<file path="src/rtl/game_timer_pkg.sv">
// Shared types and constants for the game timer: FSM state encoding,
// seven-segment patterns and elaboration-time BCD helpers.
package game_timer_pkg;

    typedef enum logic [1:0] {
        ST_IDLE   = 2'd0,
        ST_RUN    = 2'd1,
        ST_PAUSED = 2'd2,
        ST_DONE   = 2'd3
    } state_e;

    // Active-low cathodes, bit order {a,b,c,d,e,f,g}
    localparam logic [6:0] SEG_0     = 7'b0000001;
    localparam logic [6:0] SEG_1     = 7'b1001111;
    localparam logic [6:0] SEG_2     = 7'b0010010;
    localparam logic [6:0] SEG_3     = 7'b0000110;
    localparam logic [6:0] SEG_4     = 7'b1001100;
    localparam logic [6:0] SEG_5     = 7'b0100100;
    localparam logic [6:0] SEG_6     = 7'b0100000;
    localparam logic [6:0] SEG_7     = 7'b0001111;
    localparam logic [6:0] SEG_8     = 7'b0000000;
    localparam logic [6:0] SEG_9     = 7'b0000100;
    localparam logic [6:0] SEG_BLANK = 7'b1111111;

    // Shift-and-add-3 conversion, so no divider is needed even at elaboration
    function automatic logic [31:0] to_bcd(input logic [31:0] bin);
        logic [31:0] bcd;
        bcd = '0;
        for (int i = 31; i >= 0; i--) begin
            for (int d = 0; d < 8; d++) begin
                if (bcd[4*d +: 4] >= 4'd5) begin
                    bcd[4*d +: 4] = bcd[4*d +: 4] + 4'd3;
                end
            end
            bcd = {bcd[30:0], bin[i]};
        end
        return bcd;
    endfunction

    function automatic logic [6:0] seg_decode(input logic [3:0] digit);
        logic [6:0] seg;
        case (digit)
            4'd0:    seg = SEG_0;
            4'd1:    seg = SEG_1;
            4'd2:    seg = SEG_2;
            4'd3:    seg = SEG_3;
            4'd4:    seg = SEG_4;
            4'd5:    seg = SEG_5;
            4'd6:    seg = SEG_6;
            4'd7:    seg = SEG_7;
            4'd8:    seg = SEG_8;
            4'd9:    seg = SEG_9;
            default: seg = SEG_0;
        endcase
        return seg;
    endfunction

endpackage

</file>
<file path="src/rtl/game_timer_display_seg7_scan.sv">
// Multiplexed seven-segment scanner: walks the digits from most to least
// significant, one digit per refresh period, with optional leading-zero blanking.
module seg7_scan #(
    parameter int NUM_DIGITS   = 4,
    parameter int REFRESH_BITS = 18,
    parameter int BLANK_LZ     = 1
) (
    input  logic                      clock_100Mhz,
    input  logic                      reset,
    input  logic [4*NUM_DIGITS-1:0]   value_bcd,
    output logic [NUM_DIGITS-1:0]     Anode_Activate,
    output logic [6:0]                LED_out
);
    import game_timer_pkg::*;

    localparam int IW = (NUM_DIGITS > 1) ? $clog2(NUM_DIGITS) : 1;
    localparam logic [IW-1:0] SCAN_LAST = IW'(NUM_DIGITS - 1);

    logic [REFRESH_BITS-1:0] r_refresh;
    logic [IW-1:0]           r_scan;
    logic [NUM_DIGITS-1:0]   r_anode;
    logic [6:0]              r_led;

    logic [IW-1:0]           w_pos;
    logic [3:0]              w_digit;
    logic [NUM_DIGITS:0]     w_lz;
    logic [NUM_DIGITS-1:0]   w_anode;
    logic                    w_blank;

    // Scan index 0 maps to the leftmost digit
    assign w_pos   = SCAN_LAST - r_scan;
    assign w_digit = value_bcd[4*w_pos +: 4];

    // w_lz[k] is high when digit k and every digit above it are zero
    assign w_lz[NUM_DIGITS] = 1'b1;
    for (genvar gi = 0; gi < NUM_DIGITS; gi++) begin : g_scan
        assign w_lz[gi]    = (value_bcd[4*gi +: 4] == 4'd0) && w_lz[gi+1];
        assign w_anode[gi] = (w_pos != IW'(gi));
    end

    assign w_blank = (BLANK_LZ != 0) && (w_pos != '0) && w_lz[w_pos];

    always_ff @(posedge clock_100Mhz or posedge reset) begin
        if (reset) begin
            r_refresh <= '0;
            r_scan    <= '0;
            r_anode   <= '1;
            r_led     <= SEG_BLANK;
        end else begin
            r_refresh <= r_refresh + 1'b1;
            if (&r_refresh) begin
                r_scan <= (r_scan == SCAN_LAST) ? '0 : r_scan + 1'b1;
            end
            r_anode <= w_blank ? '1 : w_anode;
            r_led   <= w_blank ? SEG_BLANK : seg_decode(w_digit);
        end
    end

    assign Anode_Activate = r_anode;
    assign LED_out        = r_led;

endmodule

</file>
<file path="src/rtl/game_timer_display.sv">
// BCD game timer: start/pause/clear FSM, prescaled tick, BCD step up/down
// with saturation at the terminal value, and a multiplexed display driver.
module game_timer_display #(
    parameter int CLK_HZ       = 100_000_000,
    parameter int TICK_HZ      = 1,
    parameter int NUM_DIGITS   = 4,
    parameter int STEP         = 2,
    parameter int LIMIT        = 30,
    parameter int COUNT_DOWN   = 0,
    parameter int REFRESH_BITS = 18,
    parameter int BLANK_LZ     = 1
) (
    input  logic                      clock_100Mhz,
    input  logic                      reset,
    input  logic                      start,
    input  logic                      pause,
    input  logic                      clear,
    output logic                      running,
    output logic                      expired,
    output logic                      expired_pulse,
    output logic [4*NUM_DIGITS-1:0]   value_bcd,
    output logic [NUM_DIGITS-1:0]     Anode_Activate,
    output logic [6:0]                LED_out
);
    import game_timer_pkg::*;

    localparam int W  = 4 * NUM_DIGITS;
    localparam int P  = CLK_HZ / TICK_HZ;
    localparam int PW = (P > 1) ? $clog2(P) : 1;
    localparam logic [PW-1:0] P_LAST      = PW'(P - 1);
    localparam logic [31:0]   LIMIT_BCD32 = to_bcd(32'(LIMIT));
    localparam logic [W-1:0]  LIMIT_BCD   = LIMIT_BCD32[W-1:0];
    localparam logic [W-1:0]  INIT_BCD    = (COUNT_DOWN != 0) ? LIMIT_BCD : '0;
    localparam logic [3:0]    STEP_BCD    = 4'(STEP);

    state_e          r_state;
    logic [W-1:0]    r_value;
    logic [PW-1:0]   r_presc;
    logic            r_expired_pulse;

    logic            w_tick;
    logic            w_pause_go;
    logic [NUM_DIGITS:0] w_carry;
    logic [NUM_DIGITS:0] w_borrow;
    logic [W-1:0]    w_sum_bcd;
    logic [W-1:0]    w_diff_bcd;
    logic            w_up_hit;
    logic            w_dn_hit;
    logic            w_hit;
    logic [W-1:0]    w_next_value;

    // Ripple BCD adder and subtractor; only digit 0 sees the step operand
    assign w_carry[0]  = 1'b0;
    assign w_borrow[0] = 1'b0;
    for (genvar gi = 0; gi < NUM_DIGITS; gi++) begin : g_digit
        localparam logic [3:0] OPND = (gi == 0) ? STEP_BCD : 4'd0;
        logic [3:0] w_d;
        logic [4:0] w_sum5;
        logic [4:0] w_need5;
        logic [4:0] w_diff5;

        assign w_d       = r_value[4*gi +: 4];
        assign w_sum5    = {1'b0, w_d} + {1'b0, OPND} + {4'b0, w_carry[gi]};
        assign w_carry[gi+1] = (w_sum5 > 5'd9);
        // Adding 6 modulo 16 is the same as subtracting 10 for sums 10..19
        assign w_sum_bcd[4*gi +: 4] = w_carry[gi+1] ? (w_sum5[3:0] + 4'd6) : w_sum5[3:0];

        assign w_need5   = {1'b0, OPND} + {4'b0, w_borrow[gi]};
        assign w_borrow[gi+1] = ({1'b0, w_d} < w_need5);
        assign w_diff5   = {1'b0, w_d} - w_need5 + (w_borrow[gi+1] ? 5'd10 : 5'd0);
        assign w_diff_bcd[4*gi +: 4] = w_diff5[3:0];
    end

    // BCD ordering matches binary ordering, so a plain compare is valid
    assign w_up_hit = w_carry[NUM_DIGITS] || (w_sum_bcd >= LIMIT_BCD);
    assign w_dn_hit = w_borrow[NUM_DIGITS] || (w_diff_bcd == '0);
    assign w_hit    = (COUNT_DOWN != 0) ? w_dn_hit : w_up_hit;
    assign w_next_value = (COUNT_DOWN != 0) ? (w_dn_hit ? '0 : w_diff_bcd)
                                            : (w_up_hit ? LIMIT_BCD : w_sum_bcd);

    assign w_tick     = (r_state == ST_RUN) && (r_presc == P_LAST);
    assign w_pause_go = pause && !start;

    always_ff @(posedge clock_100Mhz or posedge reset) begin
        if (reset) begin
            r_state         <= ST_IDLE;
            r_value         <= INIT_BCD;
            r_presc         <= '0;
            r_expired_pulse <= 1'b0;
        end else begin
            r_expired_pulse <= 1'b0;
            if (clear) begin
                r_state <= ST_IDLE;
                r_value <= INIT_BCD;
                r_presc <= '0;
            end else if (start && (r_state != ST_RUN)) begin
                r_state <= ST_RUN;
                // Resuming from PAUSED keeps the partial period
                if (r_state != ST_PAUSED) begin
                    r_presc <= '0;
                end
                if (r_state == ST_DONE) begin
                    r_value <= INIT_BCD;
                end
            end else if (r_state == ST_RUN) begin
                if (w_tick) begin
                    r_presc <= '0;
                    r_value <= w_next_value;
                    if (w_hit) begin
                        r_state         <= ST_DONE;
                        r_expired_pulse <= 1'b1;
                    end else if (w_pause_go) begin
                        r_state <= ST_PAUSED;
                    end
                end else begin
                    r_presc <= r_presc + 1'b1;
                    if (w_pause_go) begin
                        r_state <= ST_PAUSED;
                    end
                end
            end
        end
    end

    assign running       = (r_state == ST_RUN);
    assign expired       = (r_state == ST_DONE);
    assign expired_pulse = r_expired_pulse;
    assign value_bcd     = r_value;

    seg7_scan #(
        .NUM_DIGITS   (NUM_DIGITS),
        .REFRESH_BITS (REFRESH_BITS),
        .BLANK_LZ     (BLANK_LZ)
    ) u_scan (
        .clock_100Mhz   (clock_100Mhz),
        .reset          (reset),
        .value_bcd      (r_value),
        .Anode_Activate (Anode_Activate),
        .LED_out        (LED_out)
    );

endmodule
</file>
<file path="config.mk">
export PLATFORM = sky130hd
export DESIGN_NAME = game_timer_display
export DESIGN_NICKNAME = d
export VERILOG_FILES = /design/src/rtl/game_timer_pkg.sv /design/src/rtl/game_timer_display_seg7_scan.sv /design/src/rtl/game_timer_display.sv
export SDC_FILE = /design/constraint.sdc
export NUM_CORES = 1
export LEC_CHECK = 0
export CAP_MARGIN = 40
export CORE_UTILIZATION = 38
export CTS_CLUSTER_SIZE = 14
export DETAILED_ROUTE_END_ITERATION = 10
export DONT_BUFFER_PORTS = 1
export GPL_ROUTABILITY_DRIVEN = 1
export PLACE_DENSITY = 0.62
export REMOVE_ABC_BUFFERS = 1
export SLEW_MARGIN = 10
export SYNTH_ARGS = -nofsm -noshare
export SYNTH_HDL_FRONTEND = slang
export SYNTH_SLANG_ARGS = --single-unit
</file>
<file path="constraint.sdc">
create_clock -name clock_100Mhz -period 11.1 [get_ports clock_100Mhz]
set_input_delay 1.11 -clock clock_100Mhz [delete_from_list [all_inputs] [get_ports clock_100Mhz]]
set_output_delay 1.11 -clock clock_100Mhz [all_outputs]
set_load 0.01 [all_outputs]
</file>
Yosys cells after proc, flatten, opt, wreduce, memory -nomap -nowiden. Memory sizes are Yosys's and may differ from the RTL's. Index checks and enable logic that the tools add are counted.

Reductions and logical operators: 19. Equality and inequality tests: 11. $add $sub $neg: 12. Order comparisons: 6. Shift operators: 1. Multiplexer cells: 31.

Operator list (count): $mux 27 (5); $mux 16 (6); $add 27x1->27 const B (1); $eq 27x27->1 const B (1); $gt 5x4->1 const B (4); $mux 4 (5); $add 18x1->18 const B (1); $reduce_and 18->1 (1); $add 4x3->4 const B (4); $ge 16x6->1 const B (1); $logic_not 4->1 (4); $shiftx 16x5->4 (1); $add 4x1->5 (3); $mux 2 (7); $logic_and 1x1->1 (7); $mux 7 (1); $mux 1 (6); $ne 2x2->1 const B (3); $reduce_bool 3->1 (2); $add 4x2->5 const B (1); $eq 2x2->1 const B (2); $lt 2x4->1 const B (1); $ne 2x1->1 const B (2); $ne 3x2->1 const B (1); 10 further kinds (10).

Output and inout bits: 30. Bits in registers: 77. Memories: 1. Word-level logic and storage cells: 89. Memory bits (read-only): 112.

Memory list: (no name shown) (depth 16, bits a word 7, rd ports 1, clocked after Yosys merged registers in 0, write ports 0, line game_timer_pkg.sv:42) `case (digit)`.

Logic depth before layout (Yosys ltp). Gate-level depths: netlist of the first run.

Depth in word-level cells: 16. Depth in mapped cells: 24.

By module. From an unflattened synthesis of the first run, not the netlist that was laid out.

Cells, all modules: 442. Area total of the unflattened synthesis: 4403.0 um^2.

Modules (own cells, without submodules): game_timer_display (times used 1, area an instance 2842.7 um^2, cells an instance 308); seg7_scan (times used 1, area an instance 1560.2 um^2, cells an instance 134).

Least setup slack after synthesis of the first run. OpenSTA, ideal clock, no wires.

Path type: flip-flop to flip-flop. Start point: register r_value[1] (netlist: value_bcd[1]). End point: register r_state[1]. Required time: 10976 ps. Setup time: 124 ps. Setup slack: 5153 ps. Path buffers: 0. Cell stages (with the launch flop): 25. Arrival time: 5823 ps. Cell sequence: dfrtp_1 > ha_1 > a21boi_0 > ha_1 > ha_1 > xnor2_1 > ha_1 > a21boi_0 > or4_1 > o21ai_0 > ha_1 > ha_1 > xnor2_1 > ha_1 > a21bo_2 > a31oi_1 > nand2_1 > ha_1 > ha_1 > nor3_1 > o21ai_0 > a211o_1 > nor4_4 > a31oi_1 > or2_1.

Word-level cells in the longest chain between the ends: 16.

Ends and longest elaborated chain: start, declared (line game_timer_display.sv:37) `logic [W-1:0] r_value;`; start signal, assigned (line game_timer_display.sv:108) `r_value <= w_next_value;`; $add 4x2->5 * (line game_timer_display.sv:63) `assign w_sum5 = {1'b0, w_d} + {1'b0, OPND} + {4'b0, w_carry[gi]};`; $gt 5x4->1 (line game_timer_display.sv:64) `assign w_carry[gi+1] = (w_sum5 > 5'd9);`; $add 4x1->5 (line game_timer_display.sv:63); $gt 5x4->1 (line game_timer_display.sv:64); $add 4x1->5 (line game_timer_display.sv:63); $gt 5x4->1 (line game_timer_display.sv:64); $add 4x1->5 (line game_timer_display.sv:63); $add 4x3->4 or $gt 5x4->1 (tied branches) (line game_timer_display.sv:66, game_timer_display.sv:64); $mux 4 (line game_timer_display.sv:66) `assign w_sum_bcd[4*gi +: 4] = w_carry[gi+1] ? (w_sum5[3:0] + 4'd6) : w_sum5[3:0];`; $ge 16x6->1 (line game_timer_display.sv:75) `assign w_up_hit = w_carry[NUM_DIGITS] || (w_sum_bcd >= LIMIT_BCD);`; $logic_or 1x1->1 * (line game_timer_display.sv:75); $mux 2 * (line game_timer_display.sv:109) `if (w_hit) begin`; $mux 2 * (line game_timer_display.sv:106) `if (w_tick) begin`; $mux 2 * (line game_timer_display.sv:105) `end else if (r_state == ST_RUN) begin`; $mux 2 * (line game_timer_display.sv:96) `end else if (start && (r_state != ST_RUN)) begin`; $mux 2 * (line game_timer_display.sv:92) `if (clear) begin`; end signal, assigned (line game_timer_display.sv:93) `r_state <= ST_IDLE;`; end signal, assigned (line game_timer_display.sv:97) `r_state <= ST_RUN;`; end signal, assigned (line game_timer_display.sv:110) `r_state <= ST_DONE;`; end, declared (line game_timer_display.sv:36) `state_e r_state;`.

Mark *: on every way between the ends. The rest lies on a longest branch, timed or not. The select of a mux whose other input is x is not followed. A chain may end at the register's enable or synchronous reset.

Worst setup path after layout of the first run. Same ends and word-level chain as after synthesis.

==> results of run 1 <==
## cell usage in the layout, fill, tap and decap left out, types with 3 or more instances in the layout
master | Yosys | final
dfrtp_1 | 65 | 65
nand2_1 | 39 | 39
nor2_1 | 39 | 39
xnor2_1 | 33 | 33
ha_1 | 23 | 23
inv_1 | 23 | 22
nand3_1 | 20 | 20
a21oi_1 | 16 | 16
xor2_1 | 11 | 11
o21ai_0 | 11 | 11
dfstp_2 | 11 | 11
nand4_1 | 10 | 10
clkbuf_16 | 0 | 10
nor3_1 | 8 | 8
a31oi_1 | 7 | 7
and2_4 | 7 | 7
and3_1 | 6 | 6
nand2b_1 | 6 | 6
and2_1 | 6 | 6
nor4_1 | 6 | 6
or4_1 | 5 | 5
nor3_2 | 5 | 5
o22ai_1 | 4 | 4
nor2_2 | 4 | 4
a211oi_1 | 3 | 3
and4_1 | 3 | 3
mux2i_1 | 3 | 3
nor2b_1 | 3 | 3
or4b_1 | 3 | 3
mux4_2 | 3 | 3
## through the flow
| step | setup slack [ps] | power [W] | hold slack [ps] | utilization |
|---|---|---|---|---|
| final | 4320 | 0.000587 | 469 | 0.437 |
| after detailed placement | 4370 | 0.000302 | 460 | 0.409 |
| after global routing | 3820 | 0.000610 | 496 | 0.437 |
| after global placement | 4670 | 0.000300 | 455 | 0.406 |
| after CTS | 4350 | 0.000596 | 471 | 0.437 |
| after floorplan | 5140 | 0.000296 | 438 | - |
## critical path, cell delays in order (launching register included)
cell and delay [ps]:
dfrtp_1 500, ha_1 280, a21boi_0 290, ha_1 280, ha_1 240, xnor2_1 150
ha_1 280, a21boi_0 130, or4_1 610, o21ai_0 210, ha_1 230, ha_1 230
xnor2_1 240, ha_1 290, a21bo_2 250, a31oi_1 310, nand2_1 100, ha_1 240
ha_1 330, nor3_1 130, o21ai_0 110, a211o_1 320, nor4_4 430, a31oi_1 220
or2_1 250
## power by group through the flow
stage | Combinational, W | Clock, W | Sequential, W
after floorplan | 0.0000117 | 0 | 0.000284
after detailed placement | 0.0000174 | 0 | 0.000285
after global routing | 0.0000195 | 0.000311 | 0.000280
after CTS | 0.0000174 | 0.000299 | 0.000280
final | 0.0000166 | 0.000291 | 0.000280
after global placement | 0.0000155 | 0 | 0.000285
## kinds of logic (layout without fill, tap and decap cells)
family,Yosys count,count (layout),synth area share
simple gates,188,188,0.243
flops,76,76,0.436
compound gates,66,66,0.101
xor+xnor,44,44,0.0878
buf+inv,39,42,0.0408
fa+ha+maj,23,23,0.0656
mux,7,7,0.0248
other cells,1,1,0.000854
## flip-flops by register name, indices dropped and copies added, names as in the netlist
register / cells
value_bcd: 15
r_state: 2
u_scan.r_refresh: 18
expired_pulse: 1
r_presc: 27
u_scan.r_scan: 2
u_scan.Anode_Activate: 4
u_scan.LED_out: 7
## metal layers
metal / track usage / vias to the layer above / share of wire
li1: - / 1549 / -
met4: 0.0438 / 0 / 0.013
met1: 0.203 / 1518 / 0.45
met3: 0.0486 / 11 / 0.055
met2: 0.257 / 78 / 0.48
met5: 0 / - / 0
## layout make-up
type / instances / area, µm²
Timing Repair Buffer: 3 / 42.5
Clock buffer: 12 / 278
Multi-Input combinational cell: 329 / 2290
Clock inverter: 4 / 28.8
Tap cell: 140 / 175
Sequential cell: 76 / 1920
Inverter: 23 / 86.3
Fill cell: 1078 / 6210
## path summary, 6_finish.rpt
check                                                end  slack, ps  cells after the start
max                               r_state[1]$_DFFE_PP0N_       4320                     24
min                        u_scan.r_refresh[4]$_DFF_PP0_        470                      1
max reg2reg                       r_state[1]$_DFFE_PP0N_       4320                     24
min reg2reg                u_scan.r_refresh[4]$_DFF_PP0_        470                      1
max in group asynchronous         r_presc[0]$_DFFE_PP0P_       9890                      3
min in group asynchronous       value_bcd[9]$_DFFE_PP0P_        670                      2
==> Implementation_results.wiki, run 1 <==
{| class="wikitable"
! Metric !! Value
|-
| Startpoint of the worst register-to-register path || value_bcd[1]$_DFFE_PP0P_
|-
| GRT overflow || 0
|-
| Ranking of synthesized cells by instance count || 65 x dfrtp_1, 39 x nand2_1, 39 x nor2_1, 33 x xnor2_1
|-
| Crit path DAT || 7000 ps
|-
| Run status || finished, final reports clean
|-
| Final standard cell area without fillers || ~0.0048 mm²
|-
| Hold wc startpoint || u_scan.r_refresh[4]$_DFF_PP0_
|-
| Worst-path maximum fanout || 9
|-
| Clock tree from TritonCTS || built
|-
| Initial core utilization || 0.398
|-
| Synth top area share || 0.371
|-
| Number of placement rows || 38
|-
| Initial detailed-routing violation count || 229
|-
| Clock group share of total power || 0.495
|-
| Crit. End Element || register
|-
| Die height || 109 µm
|-
| Final setup violating endpoints || 0
|-
| First-pass GRT wire length || ~15000 µm
|-
| Switching share of power || 0.216
|-
| Power density relative to cell area || ~120 mW/mm²
|-
| Worst setup path start || value_bcd[1]$_DFFE_PP0P_
|-
| Buffers inserted during post-CTS setup optimization || 0
|-
| Timing-limited maximum frequency || 0.147 GHz
|-
| Startpoint-to-endpoint class of the critical path || register to register
|-
| Largest net degree at the start of global routing || 61
|-
| Overall die area || 0.0120 mm²
|-
| Total detailed-routing wirelength || ~8500 µm
|-
| Flop pwr share || 0.477
|-
| Net switching power || approximately 0.00013 W
|-
| Combinational Power Share || 0.028
|-
| DR vias || roughly 3200
|-
| Number of different library cells in the post-synthesis netlist || just under 70
|-
| Leakage power || just over 2 nW
|-
| Clock sink total || 76
|-
| Clk_skew || about 6.6 ps
|-
| Layout overhead on the synthesized area || 9.83%
|-
| Worst EP required || between 10000 and 15000 ps
|-
| Resized Gates After CTS || 0
|-
| Number of global-route vias before repair || 3107
|-
| Fin Setup TNS || 0 ps
|-
| Largest vdd supply drop || just over 0.07 mV
|-
| Number of buffers created by CTS || 9
|-
| Placeable core region || roughly 0.011 mm²
|-
| Cell types with the largest area share after synthesis || dfrtp_1 37%, dfstp_2 6.6%, xnor2_1 6.6%, ha_1 6.6%, nand2_1 3.3%
|-
| Standard cell area after detailed placement || about 0.0045 mm²
|-
| Pint || around 0.00046 W
|-
| Share of layout cells above drive strength 1 || 0.148
|-
| Number of nets in the layout || 470
|-
| Antenna violations before repair || 0
|-
| Library cell used as clock root buffer || clkbuf_16
|-
| Most instantiated flip-flop cell in the synthesis netlist || dfrtp_1
|-
| Die extent in x || 109 µm
|-
| Num ports || 35
|-
| Pins over their slew limit || 0
|-
| Post-synthesis area per instance || ~10 µm²
|-
| Gr usage total || 0.158
|-
| Most instantiated library cell after synthesis || dfrtp_1
|-
| TritonRoute pass-1 iters || 6
|-
| Min cycle time layout || around 6800 ps
|-
| Clock-pin slew on the worst setup and hold paths || about 60 ps
|-
| Vias per inst || about 5.4
|-
| Hold crit path type || register to register
|-
| Antenna Nets Post-Route || 0
|-
| Setup repair after global routing missed its margin || no
|-
| CTS Hold Bufs || 0
|-
| Maximum clock path buffer count || 2
|-
| Post-detailed-route DRC marker count || 0
|-
| Number of antenna repair diodes || 0
|-
| Share of the yosys chip area belonging to registers || 0.436
|-
| Launching element type of the critical path || register
|-
| Ys Warns || 0
|-
| Max-capacitance violation count || 0
|-
| Biggest area consumer among synthesized cells || dfrtp_1
|-
| Post-detailed-placement half-perimeter wirelength || roughly 6300 µm
|-
| Area of the mapped netlist || 0.00439 mm²
|-
| I/O Buffers || 0
|-
| Number of hold-slack violations in the final timing report || 0
|-
| Period utilisation layout || 0.611
|-
| H-Tree Level Count || 3
|-
| Wire length per cell || between 10 and 15 µm
|-
| Fin cells || approximately 590
|-
| Final Wtd Congestion || 0.857
|-
| Slew @ Worst Pin || between 600 and 700 ps
|-
| Count of flip-flops with a built-in enable after synthesis || 0
|-
| Post-Syn Instances || 444
|-
| Slew headroom || 0.547
|-
| Later-pin clock latency in the skew report || roughly 330 ps
|-
| #FFs+latches synth || 76
|-
| Async S/R FF share, synth || 1.00
|-
| Count of placed standard cells including taps || roughly 570
|}
(Power assumes the default switching activity.)
==> inputs of run 2 (changes only) <==
- clock period: 11.1 -> 7.09 ns (I/O delays scaled with it)
==> run 2 against run 1 <==
Clock skew decreased by 0.62 ps. Global-route usage about the same. Power increased by 56%. Register-to-register slack got worse by 3800 ps. Sequential power increased by 56%. Combinational power increased by 57%. Critical path type unchanged. Largest power group unchanged.
==> Implementation_results.wiki, run 2 (synthesis gave the netlist of run 1 again) <==
{| class="wikitable"
! Metric !! Value
|-
| First-pass GRT wire length || approximately 15000 µm
|-
| Pins over their slew limit || 0
|-
| Clock tree from TritonCTS || built
|-
| Later-pin clock latency in the skew report || between 300 and 400 ps
|-
| Slew @ Worst Pin || just under 700 ps
|-
| Max-capacitance violation count || 0
|-
| Max FFs per register || 27
|-
| Number of nets in the layout || 470
|-
| Maximum clock path buffer count || 2
|-
| Die extent in x || approximately 110 µm
|-
| Number of hold-slack violations in the final timing report || 0
|-
| Layout overhead on the synthesized area || 9.83%
|-
| Final setup violating endpoints || 0
|-
| TritonRoute pass-1 iters || 4
|-
| Gr usage total || 0.158
|-
| Antenna violations before repair || 0
|-
| End of the worst register-to-register path || r_state[1]$_DFFE_PP0N_
|-
| Share of layout cells above drive strength 1 || 0.148
|-
| Launching element type of the critical path || register
|-
| Flop2flop setup slack || 510 ps
|-
| Pre-CTS setup slack || around 360 ps
|-
| Power density relative to cell area || 191 mW/mm²
|-
| Slew headroom || 0.543
|-
| Total detailed-routing wirelength || 8560 µm
|-
| Number of global-route vias before repair || a little over 3000
|-
| Initial core utilization || 0.398
|-
| Number of buffers created by CTS || 9
|-
| Clock sink total || between 70 and 80
|-
| Largest net degree at the start of global routing || 61
|-
| Clock-pin slew on the worst setup and hold paths || approximately 60 ps
|-
| I/O Buffers || 0
|-
| Worst Reg-to-Reg Cells || 24
|-
| Period utilisation layout || 0.928
|-
| Library cell used as clock root buffer || clkbuf_16
|-
| Buffers inserted during post-CTS setup optimization || 0
|-
| Hold crit path type || primary input to asynchronous set/reset pin
|-
| Worst-path maximum fanout || 9
|-
| Num ports || 35
|-
| Number of placement rows || 38
|-
| Largest vdd supply drop || ~0.11 mV
|-
| Final Wtd Congestion || about 0.86
|-
| Run status || finished, final reports clean
|-
| H-Tree Level Count || 3
|-
| Number of antenna repair diodes || 0
|-
| Initial detailed-routing violation count || 200
|-
| Placeable core region || approximately 0.011 mm²
|-
| Highest-count cells in the layout ignoring fill and taps || 65 x dfrtp_1, 39 x nand2_1, 39 x nor2_1
|-
| Most common cell after layout, fill and taps aside || dfrtp_1
|-
| Min cycle time layout || ~6600 ps
|-
| Overall die area || 0.0120 mm²
|-
| Die height || approximately 110 µm
|-
| Worst EP required || ~7300 ps
|-
| DR vias || approximately 3200
|-
| Post-detailed-placement half-perimeter wirelength || approximately 6300 µm
|-
| Setup repair after global routing missed its margin || no
|-
| Crit path DAT || approximately 6800 ps
|-
| Fin Setup TNS || 0 ps
|-
| Wire length per cell || roughly 15 µm
|-
| Vias per inst || 5.41
|-
| Antenna Nets Post-Route || 0
|-
| Startpoint of the worst register-to-register path || value_bcd[1]$_DFFE_PP0P_
|-
| Leakage power || between 2 and 2.5 nW
|-
| GRT overflow || 0
|-
| Clk_skew || around 6.0 ps
|-
| Post-detailed-route DRC marker count || 0
|-
| Crit. End Element || register
|-
| Startpoint-to-endpoint class of the critical path || register to register
|-
| Final worst-path setup slack || ~510 ps
|-
| Timing-limited maximum frequency || between 0.15 and 0.2 GHz
|-
| Register with the highest flop count || r_presc
|}
run 2: cell types whose count changed in the layout (fill, tap and decap cells not counted):
cell	before	now
a21boi_1	0	1
a21boi_0	2	1
run 2: worst max-delay path: stages (launching register included):
cell	delay, ps
dfrtp_1	500
ha_1	280
a21boi_1	210
ha_1	250
ha_1	240
xnor2_1	150
ha_1	280
a21boi_0	130
or4_1	620
o21ai_0	210
ha_1	230
ha_1	230
xnor2_1	240
ha_1	290
a21bo_2	250
a31oi_1	320
nand2_1	100
ha_1	250
ha_1	330
nor3_1	130
o21ai_0	110
a211o_1	320
nor4_4	310
a31oi_1	220
or2_1	250
run 2: final cells by class:
class / count / area [µm²]
tap: 140 / 175
fill: 1073 / 6210
clock buffer: 12 / 278
timing repair buffer: 3 / 42.5
inverter: 23 / 86.3
multi-input combinational: 329 / 2290
sequential: 76 / 1920
clock inverter: 4 / 28.8
run 2: timing repair:
action | in CTS | in global routing
setup endpoints to repair | 0 | 5
gates resized for setup | 0 | 1
hold buffers | 0 | 0
run 2: worst max path at each step:
stage	start	end	slack, ps
after floorplan	value_bcd[1]$_DFFE_PP0P_	r_state[1]$_DFFE_PP0N_	1130
after global placement	value_bcd[1]$_DFFE_PP0P_	r_state[1]$_DFFE_PP0N_	660
after detailed placement	value_bcd[1]$_DFFE_PP0P_	r_state[1]$_DFFE_PP0N_	360
after CTS	value_bcd[1]$_DFFE_PP0P_	r_state[1]$_DFFE_PP0N_	340
after global routing	value_bcd[1]$_DFFE_PP0P_	r_state[1]$_DFFE_PP0N_	50
final	value_bcd[1]$_DFFE_PP0P_	r_state[1]$_DFFE_PP0N_	510
run 2: where the power goes:
| part | switching, W | internal (W) |
|---|---|---|
| sequential | 0.00000224 | 0.000436 |
| clock | 0.000176 | 0.000278 |
| combinational | 0.0000192 | 0.00000682 |
run 2: per-stage QoR:
step / utilization / instances / hold WS [ps] / cell area [µm²] / power [W]
floorplan: - / 428 / 438 / 4300 / 0.000464
global placement: 0.406 / 569 / 455 / 4480 / 0.000470
detailed placement: 0.409 / 571 / 460 / 4510 / 0.000473
CTS: 0.437 / 587 / 267 / 4820 / 0.000933
global route: 0.437 / 587 / 288 / 4820 / 0.000955
finish: 0.437 / 587 / 269 / 4820 / 0.000919
run 2: metal layers:
metal  track usage  vias to the layer above  wire length, µm
met5             0                        -                0
met4        0.0476                        0              148
met3        0.0462                       14              486
met2         0.256                       78             4090
met1         0.203                     1534             3830
li1              -                     1547                -
